==> src/rtl/seven_segment_marquee.sv <==
// seven_segment_marquee
//   Multi-digit seven-segment message driver. A message of glyph codes is
//   written through a valid/ready port, then shown statically or as a
//   scrolling marquee across NUM_DIGITS time-multiplexed active-low digits.
//
// Ports
//   clk        sole clock, rising edge
//   rst        asynchronous active-high reset
//   clr        synchronous message clear (wins over a same-cycle write)
//   wr_valid   write beat valid
//   wr_ready   write beat accepted when wr_valid & wr_ready at rising clk
//   wr_data    [5] decimal point on, [4:0] glyph code
//   wr_last    final character of the message
//   scroll_en  1 = marquee scroll, 0 = static view
//   msg_len    stored character count
//   seg        active-low {a,b,c,d,e,f,g,dp}, registered
//   an         active-low one-hot digit enable, registered; an[0] = rightmost
module seven_segment_marquee #(
  parameter int NUM_DIGITS = 4,
  parameter int MSG_DEPTH  = 16,
  parameter int MUX_DIV    = 50000,
  parameter int SCROLL_DIV = 12500000
) (
  input  logic                           clk,
  input  logic                           rst,
  input  logic                           clr,
  input  logic                           wr_valid,
  output logic                           wr_ready,
  input  logic [5:0]                     wr_data,
  input  logic                           wr_last,
  input  logic                           scroll_en,
  output logic [$clog2(MSG_DEPTH+1)-1:0] msg_len,
  output logic [7:0]                     seg,
  output logic [NUM_DIGITS-1:0]          an
);

  localparam int CW = $clog2(MSG_DEPTH + 1);
  localparam int IW = (MSG_DEPTH > 1) ? $clog2(MSG_DEPTH) : 1;
  localparam int DW = (NUM_DIGITS > 1) ? $clog2(NUM_DIGITS) : 1;
  localparam int MW = (MUX_DIV > 1) ? $clog2(MUX_DIV) : 1;
  localparam int SW = (SCROLL_DIV > 1) ? $clog2(SCROLL_DIV) : 1;
  localparam int JW = CW + DW + 1;

  typedef enum logic [1:0] {EMPTY, LOAD, SHOW} state_t;

  state_t                  state_q, state_d;
  logic [CW-1:0]           count_q, count_d;
  logic [CW-1:0]           off_q, off_d;
  logic [DW-1:0]           digit_q, digit_d;
  logic [MW-1:0]           mux_cnt_q, mux_cnt_d;
  logic [SW-1:0]           scr_cnt_q, scr_cnt_d;
  logic [7:0]              seg_q, seg_d;
  logic [NUM_DIGITS-1:0]   an_q, an_d;
  logic [5:0]              buf_q [MSG_DEPTH];

  logic                    accept;
  logic [JW-1:0]           win_idx;
  logic                    in_msg;
  logic [IW-1:0]           rd_idx;
  logic [5:0]              rd_char;

  // Active-low abcdefg pattern for a 5-bit glyph code.
  function automatic logic [6:0] glyph(input logic [4:0] code);
    case (code)
      5'd0:    glyph = 7'b0000001;
      5'd1:    glyph = 7'b1001111;
      5'd2:    glyph = 7'b0010010;
      5'd3:    glyph = 7'b0000110;
      5'd4:    glyph = 7'b1001100;
      5'd5:    glyph = 7'b0100100;
      5'd6:    glyph = 7'b0100000;
      5'd7:    glyph = 7'b0001111;
      5'd8:    glyph = 7'b0000000;
      5'd9:    glyph = 7'b0000100;
      5'd10:   glyph = 7'b0001000;
      5'd11:   glyph = 7'b1100000;
      5'd12:   glyph = 7'b0110001;
      5'd13:   glyph = 7'b1000010;
      5'd14:   glyph = 7'b0110000;
      5'd15:   glyph = 7'b0111000;
      5'd16:   glyph = 7'b1001000;
      5'd17:   glyph = 7'b1110001;
      5'd18:   glyph = 7'b0011000;
      5'd19:   glyph = 7'b1000001;
      5'd20:   glyph = 7'b1111010;
      5'd21:   glyph = 7'b1101010;
      5'd22:   glyph = 7'b1111110;
      default: glyph = 7'b1111111;
    endcase
  endfunction

  assign wr_ready = (state_q != SHOW) && !clr;
  assign accept   = wr_valid && wr_ready;

  // Character under the digit being scanned. Digit d is window position
  // NUM_DIGITS-1-d counted from the left; positions past the message blank.
  always_comb begin
    win_idx = JW'(off_q) + JW'(DW'(NUM_DIGITS - 1) - digit_q);
    in_msg  = win_idx < JW'(count_q);
    rd_idx  = in_msg ? win_idx[IW-1:0] : '0;
    rd_char = buf_q[rd_idx];
  end

  always_comb begin
    state_d   = state_q;
    count_d   = count_q;
    off_d     = off_q;
    digit_d   = digit_q;
    mux_cnt_d = mux_cnt_q;
    scr_cnt_d = scr_cnt_q;
    seg_d     = 8'hFF;
    an_d      = '1;

    // Outputs follow the current state, so a clear darkens them one edge
    // after the state itself returns to EMPTY.
    if (state_q == SHOW) begin
      seg_d = in_msg ? {glyph(rd_char[4:0]), ~rd_char[5]} : 8'hFF;
      an_d  = ~(NUM_DIGITS'(1) << digit_q);
    end

    if (clr) begin
      state_d   = EMPTY;
      count_d   = '0;
      off_d     = '0;
      digit_d   = '0;
      mux_cnt_d = '0;
      scr_cnt_d = '0;
    end else begin
      case (state_q)
        EMPTY, LOAD: begin
          // Scan and scroll sit at zero so SHOW always starts from digit 0.
          off_d     = '0;
          digit_d   = '0;
          mux_cnt_d = '0;
          scr_cnt_d = '0;
          if (accept) begin
            count_d = count_q + 1'b1;
            state_d = (wr_last || count_d == CW'(MSG_DEPTH)) ? SHOW : LOAD;
          end
        end
        SHOW: begin
          if (mux_cnt_q == MW'(MUX_DIV - 1)) begin
            mux_cnt_d = '0;
            digit_d   = (digit_q == DW'(NUM_DIGITS - 1)) ? '0 : digit_q + 1'b1;
          end else begin
            mux_cnt_d = mux_cnt_q + 1'b1;
          end
          if (!scroll_en) begin
            scr_cnt_d = '0;
            off_d     = '0;
          end else if (scr_cnt_q == SW'(SCROLL_DIV - 1)) begin
            scr_cnt_d = '0;
            off_d     = (off_q + 1'b1 >= count_q) ? '0 : off_q + 1'b1;
          end else begin
            scr_cnt_d = scr_cnt_q + 1'b1;
          end
        end
        default: state_d = EMPTY;
      endcase
    end
  end

  always_ff @(posedge clk or posedge rst) begin
    if (rst) begin
      state_q   <= EMPTY;
      count_q   <= '0;
      off_q     <= '0;
      digit_q   <= '0;
      mux_cnt_q <= '0;
      scr_cnt_q <= '0;
      seg_q     <= 8'hFF;
      an_q      <= '1;
    end else begin
      state_q   <= state_d;
      count_q   <= count_d;
      off_q     <= off_d;
      digit_q   <= digit_d;
      mux_cnt_q <= mux_cnt_d;
      scr_cnt_q <= scr_cnt_d;
      seg_q     <= seg_d;
      an_q      <= an_d;
    end
  end

  // Message storage is pure data; the count qualifies which entries are valid.
  always_ff @(posedge clk) begin
    if (accept) buf_q[count_q[IW-1:0]] <= wr_data;
  end

  assign msg_len = count_q;
  assign seg     = seg_q;
  assign an      = an_q;

endmodule

==> config.mk <==
export PLATFORM = sky130hd
export DESIGN_NAME = seven_segment_marquee
export DESIGN_NICKNAME = d
export VERILOG_FILES = /design/src/rtl/seven_segment_marquee.sv
export SDC_FILE = /design/constraint.sdc
export NUM_CORES = 1
export LEC_CHECK = 0
export CORE_MARGIN = 4
export CORE_UTILIZATION = 53
export CTS_BUF_LIST = sky130_fd_sc_hd__clkbuf_8 sky130_fd_sc_hd__clkbuf_16
export CTS_CLUSTER_DIAMETER = 150
export DETAILED_ROUTE_END_ITERATION = 6
export PLACE_DENSITY = 0.69
export SLEW_MARGIN = 0
export SYNTH_ARGS = -nofsm -noshare
export SYNTH_HDL_FRONTEND = slang
export SYNTH_SLANG_ARGS = --single-unit
==> constraint.sdc <==
create_clock -name clk -period 6.85 [get_ports clk]
set_input_delay 1.7125 -clock clk [delete_from_list [all_inputs] [get_ports clk]]
set_output_delay 1.7125 -clock clk [all_outputs]
set_load 0.005 [all_outputs]
# == Word-level counts from Yosys, hierarchy flattened ==
# Memories as Yosys holds them, arrays and structs flattened.
# Cells that the tools add are included.
# totals
reg_bits,66
ramBits,96
mem_bits_ro,224
output_inout_bits,18
n_memories,2
# op_classes
n_addsub,7
order_cmp,2
n_eq_ne,11
n_shift,1
n_mux,29
bitwise_logic,2
reduce_logical,13
# mem_list
name,depth,word_bits,read_ports,rd_ports_with_merged_regs,wr,line,source
(name not given),32,7,1,0,0,64,case (code)
buf_q,16,6,1,0,1,54,logic [5:0] buf_q [MSG_DEPTH];
# ops
op,count
$mux 24,3
$pmux 24 s2,1
$mux 5,7
$mux 16,2
$pmux 16 s2,1
$add 24x1->24 const B,1
$eq 24x24->1 const B,1
$add 16x1->16 const B,1
$eq 16x16->1 const B,1
$mux 8,2
$mux 2,6
$add 5x1->5 const B,2
$pmux 5 s2,1
$lt 8x5->1,1
$mux 4,2
$pmux 2 s2,2
$reduce_and 2->1,4
$add 6x3->7,1
$eq 5x5->1 const B,1
$ge 5x5->1,1
$eq 2x2->1 const B,2
$ne 2x2->1 const B,2
$ne 4x3->1 const B,1
$not 4->4,1
other kinds (15),18

# == Logic depth before layout (Yosys ltp) ==
# An unclocked memory read counts as a cell.
# depth
depth_word,8
depth_mapped,19
ltp_nobuf,18

# == Worst setup path after synthesis ==
# No wires, ideal clock.
# synth_timing
path_type,flip-flop to flip-flop
from,register digit_q[0]
to,"register seg_q[6], in the netlist seg[6]"
arrival_time_ns,4.056
path_slack_ns,2.702
path_stages_with_launch,19
n_path_buf,2
period_less_slack_ns,4.148
cell_sequence,dfrtp_1 > inv_1 > ha_1 > inv_1 > fa_1 > buf_2 > inv_1 > ha_1 > inv_1 > o21a_2 > o211ai_4 > clkbuf_4 > mux2i_1 > a221oi_1 > a32oi_2 > ha_1 > nor3b_1 > a2111oi_1 > a21oi_1
# synth_between
elab_chain_len,8
# synth_rtl
element,line,source
start: declaration,49,"logic [DW-1:0] digit_q, digit_d;"
start signal: assignment,177,digit_q <= digit_d;
$sub 2x2->3 (*),98,win_idx = JW'(off_q) + JW'(DW'(NUM_DIGITS - 1) - digit_q);
$add 6x3->7 (*),98,
$lt 8x5->1,99,in_msg = win_idx < JW'(count_q);
$mux 4,100,rd_idx = in_msg ? win_idx[IW-1:0] : '0;
$mem_v2 16x6,n/a,
$mem_v2 32x7,n/a,
$mux 8 (*),117,"seg_d = in_msg ? {glyph(rd_char[4:0]), ~rd_char[5]} : 8'hFF;"
$mux 8 (*),116,if (state_q == SHOW) begin
via seg_d[6],52,"logic [7:0] seg_q, seg_d;"
end signal: assignment,180,seg_q <= seg_d;
end: declaration,52,
# The timed path passes the listed nets; every way through them passes the cells marked *.
# A chain may end at the register's enable or synchronous reset.

# == Worst setup path after layout ==
# Same ends and word-level chain as after synthesis.

==> impl_results.md <==
* Worst Hold Launch: mux_cnt_q[15]
* GRT Max-Usage Layer: met2
* Post-Synthesis Cells at 678
* Cts hold-fix bufs at 0
* Final net count at 748
* MaxCap Viol Count at 0
* Static leakage at about 3.3 nW
* Post-Syn Nets at 721
* CP Class: reg -> reg
* Sinks on Clock Net at 162
* Largest net degree at the start of global routing at 67
* Mean area per synthesized cell at 11.8 µm²
* Via Count at roughly 5500
* Pwr dens at around 240 mW/mm²
* Area grow syn2layout at 12.7%
* Synth Cell Area at roughly 0.0080 mm²
* Total chip power at between 0.002 and 0.0025 W
* Starting Density at 54.6%
* # port buffers at 29
* Final ANT Viol Nets at 0
* I/O pin total at 30
* Setup WS pre-CTS at roughly 1.9 ns
* Die extent in x at between 100 and 150 µm
* Max Freq at 199 MHz
* Final wirelength at ~18000 µm
* DR iter-0 viols at about 520
* Outcome: complete, no violations
* Hpwl dp at 12600 µm
* Core ar. at 0.0147 mm²
* Clock transition at the registers of the reported paths at 0.07 ns
* Setup_tns at 0 ns
* Warning count from the yosys run at 0
* WP data arrival at about 5.3 ns
* DRC at 0
* Post-synthesis sequential area ratio at a little under three fifths
* Row Count at 44
* Initial antenna violation count at 0
* Total track usage at between 20 and 25%
* # fillers at between 1000 and 1500
* WL/cell at roughly 20 µm
* Final Max Slew Viols at 0
* Final WS setup at 1.83 ns
* CP max FO at 14
* Most frequent cells in the layout: edfxtp_1 (96), nor2_1 (72), nand2_1 (60)
* Later-pin clock latency in the skew report at approximately 0.43 ns
* Final period util at between 70 and 80%
* Clock Skew at around 0.0086 ns
* RSZ-0062 raised after global routing: no
* Post-CTS Resized at 0
* Setup crit end kind: flip-flop
* CTS Buffer Depth at 2
* Post-CTS setup buffer count at 0
* Most used flip-flop cell after synthesis: edfxtp_1
* Worst hold endpoint: mux_cnt_q[15]
* Vias in the first global route at between 5000 and 6000
* CTS tree: done
* Grt met1 use at 30.0%
* Via-to-Cell Ratio at 6.11
* Htree depth at 4
* GR Util met2 at 36.8%
* Worst reg-to-reg path cell count at 17
* Data required, critical path at 7.17 ns
* Hold path cells at 1
* Min-Delay Path Class: reg -> reg
* Root Driver: clkbuf_16
* Max-slew headroom at 20.4%
* Final hold viol count at 0
* Die extent in y at 131 µm
* Synth unique cells at 83
* Register bit total from synthesis at around 160
* DIE AREA at ~0.017 mm²
* Total gr overflow at 0
* Ys async rst share at roughly two fifths
* Max IR drop VDD at ~0.22 mV
* FF-to-FF End: seg[6]
* Drt pass-1 iters at 5
* Tmin final at ~5 ns
* Final setup fails at 0
* Most common cell after layout, fill and taps aside: edfxtp_1
* R2r setup slk at 1.83 ns
* CTS Buf Count at 17
* EDFF count, synth at 96
* Worst Max-Slew Pin Slew at ~1.2 ns
* First-pass GRT wire length at slightly below 30000 µm
* Layout cells sized above 1 at around 11%
* Reg2reg start: digit_q[0]
* Startpoint types: flip-flop
* ANT cells at 0
* GPL Wtd Cong at 0.996
* Met3 usage at under 10%
==> cell families (layout without fill, tap and decap cells) <==
group | after synthesis | count (layout) | synth area share [%]
multiplexers | 28 | 28 | 3.99
AO/OA/AOI/OAI | 134 | 134 | 12.8
buffers and inverters | 46 | 86 | 2.84
XOR/XNOR | 36 | 36 | 4.16
flip-flops | 162 | 162 | 56.7
adder cells (fa/ha/maj) | 31 | 31 | 4.93
AND/OR/NAND/NOR | 241 | 241 | 14.6
==> worst max-delay path, cell delays in order, from the launching register on <==
cell	delay, ns
dfrtp_1	0.42
inv_1	0.17
ha_1	0.17
inv_1	0.05
fa_1	0.45
xor2_4	0.43
inv_2	0.19
ha_1	0.32
o21a_1	0.21
o21ai_2	0.36
o211ai_2	0.31
a211oi_1	0.34
a221oi_1	0.15
a32oi_2	0.38
ha_1	0.34
nor3b_1	0.15
a2111oi_1	0.38
a21oi_1	0.08
==> power by group <==
part	switching, W	total, W	internal (W)	leakage [nW]
registers	0.00000733	0.00105	0.00105	1.74
logic	0.000117	0.000183	0.0000662	1.30
clock network	0.000399	0.000976	0.000577	0.290
==> through the flow <==
step	utilization (%)	instance area [µm²]	std cells	hold slack [ns]
3_5_place_dp	57.4	8440	870	0.500
5_1_grt	61.5	9040	902	0.547
4_1_cts	61.5	9040	902	0.508
2_1_floorplan	-	8030	678	0.445
3_3_place_gp	57.4	8440	870	0.491
6_report	61.5	9040	902	0.500
==> worst max-delay path by stage <==
stage,start,end,slack (ns),depth (start not counted)
4_1_cts,digit_q[0],seg[7],1.90,16
5_1_grt,digit_q[0],seg[6],1.37,17
3_5_place_dp,digit_q[0],seg[7],1.94,18
6_report,digit_q[0],seg[6],1.83,17
2_1_floorplan,digit_q[0],seg[6],2.70,18
3_3_place_gp,digit_q[0],seg[6],2.12,17
==> sequential cells by signal, indices dropped and copies added (netlist names) <==
name and flops:
an 4, buf_q 96, digit_q 2, msg_len 5, mux_cnt_q 16, off_q 5
scr_cnt_q 24, seg 8, state_q 2
==> synthesized netlist by cell type (4+ instances only) <==
library cell,instances,area (µm²)
a211oi_1,6,45.0
a21o_1,5,37.5
a21oi_1,17,85.1
a221oi_1,6,52.6
a31oi_1,9,56.3
and3_1,10,62.6
buf_2,7,35.0
buf_4,4,30.0
clkbuf_1,10,37.5
dfrtp_1,54,1350
dfstp_2,12,315
edfxtp_1,96,2880
ha_1,30,375
inv_1,19,71.3
mux2i_1,23,230
nand2_1,60,225
nand2b_1,5,31.3
nand3_1,27,135
nand4_1,12,75.1
nor2_1,72,270
nor2b_1,12,75.1
nor3_1,16,80.1
nor4_1,6,37.5
o211ai_1,4,30.0
o21ai_0,26,130
o21ai_1,7,35.0
o22ai_1,4,25.0
o31ai_1,5,37.5
or3_1,4,25.0
xnor2_1,15,131
xor2_1,20,175
==> layout make-up <==
class	count	area [µm²]	share of cell area, %
Multi-Input combinational cell	470	3250	36.0
Clock inverter	15	181	2.01
Sequential cell	162	4550	50.3
Inverter	21	83.8	0.927
Tap cell	184	230	2.55
Clock buffer	17	425	4.70
Timing Repair Buffer	33	320	3.54
==> per-layer routing <==
layer,vias up,wire length [µm]
met3,36,1080
met2,196,8960
li1,2551,-
met4,0,427
met5,-,0
met1,2727,7810
(Power assumes the default switching activity.)
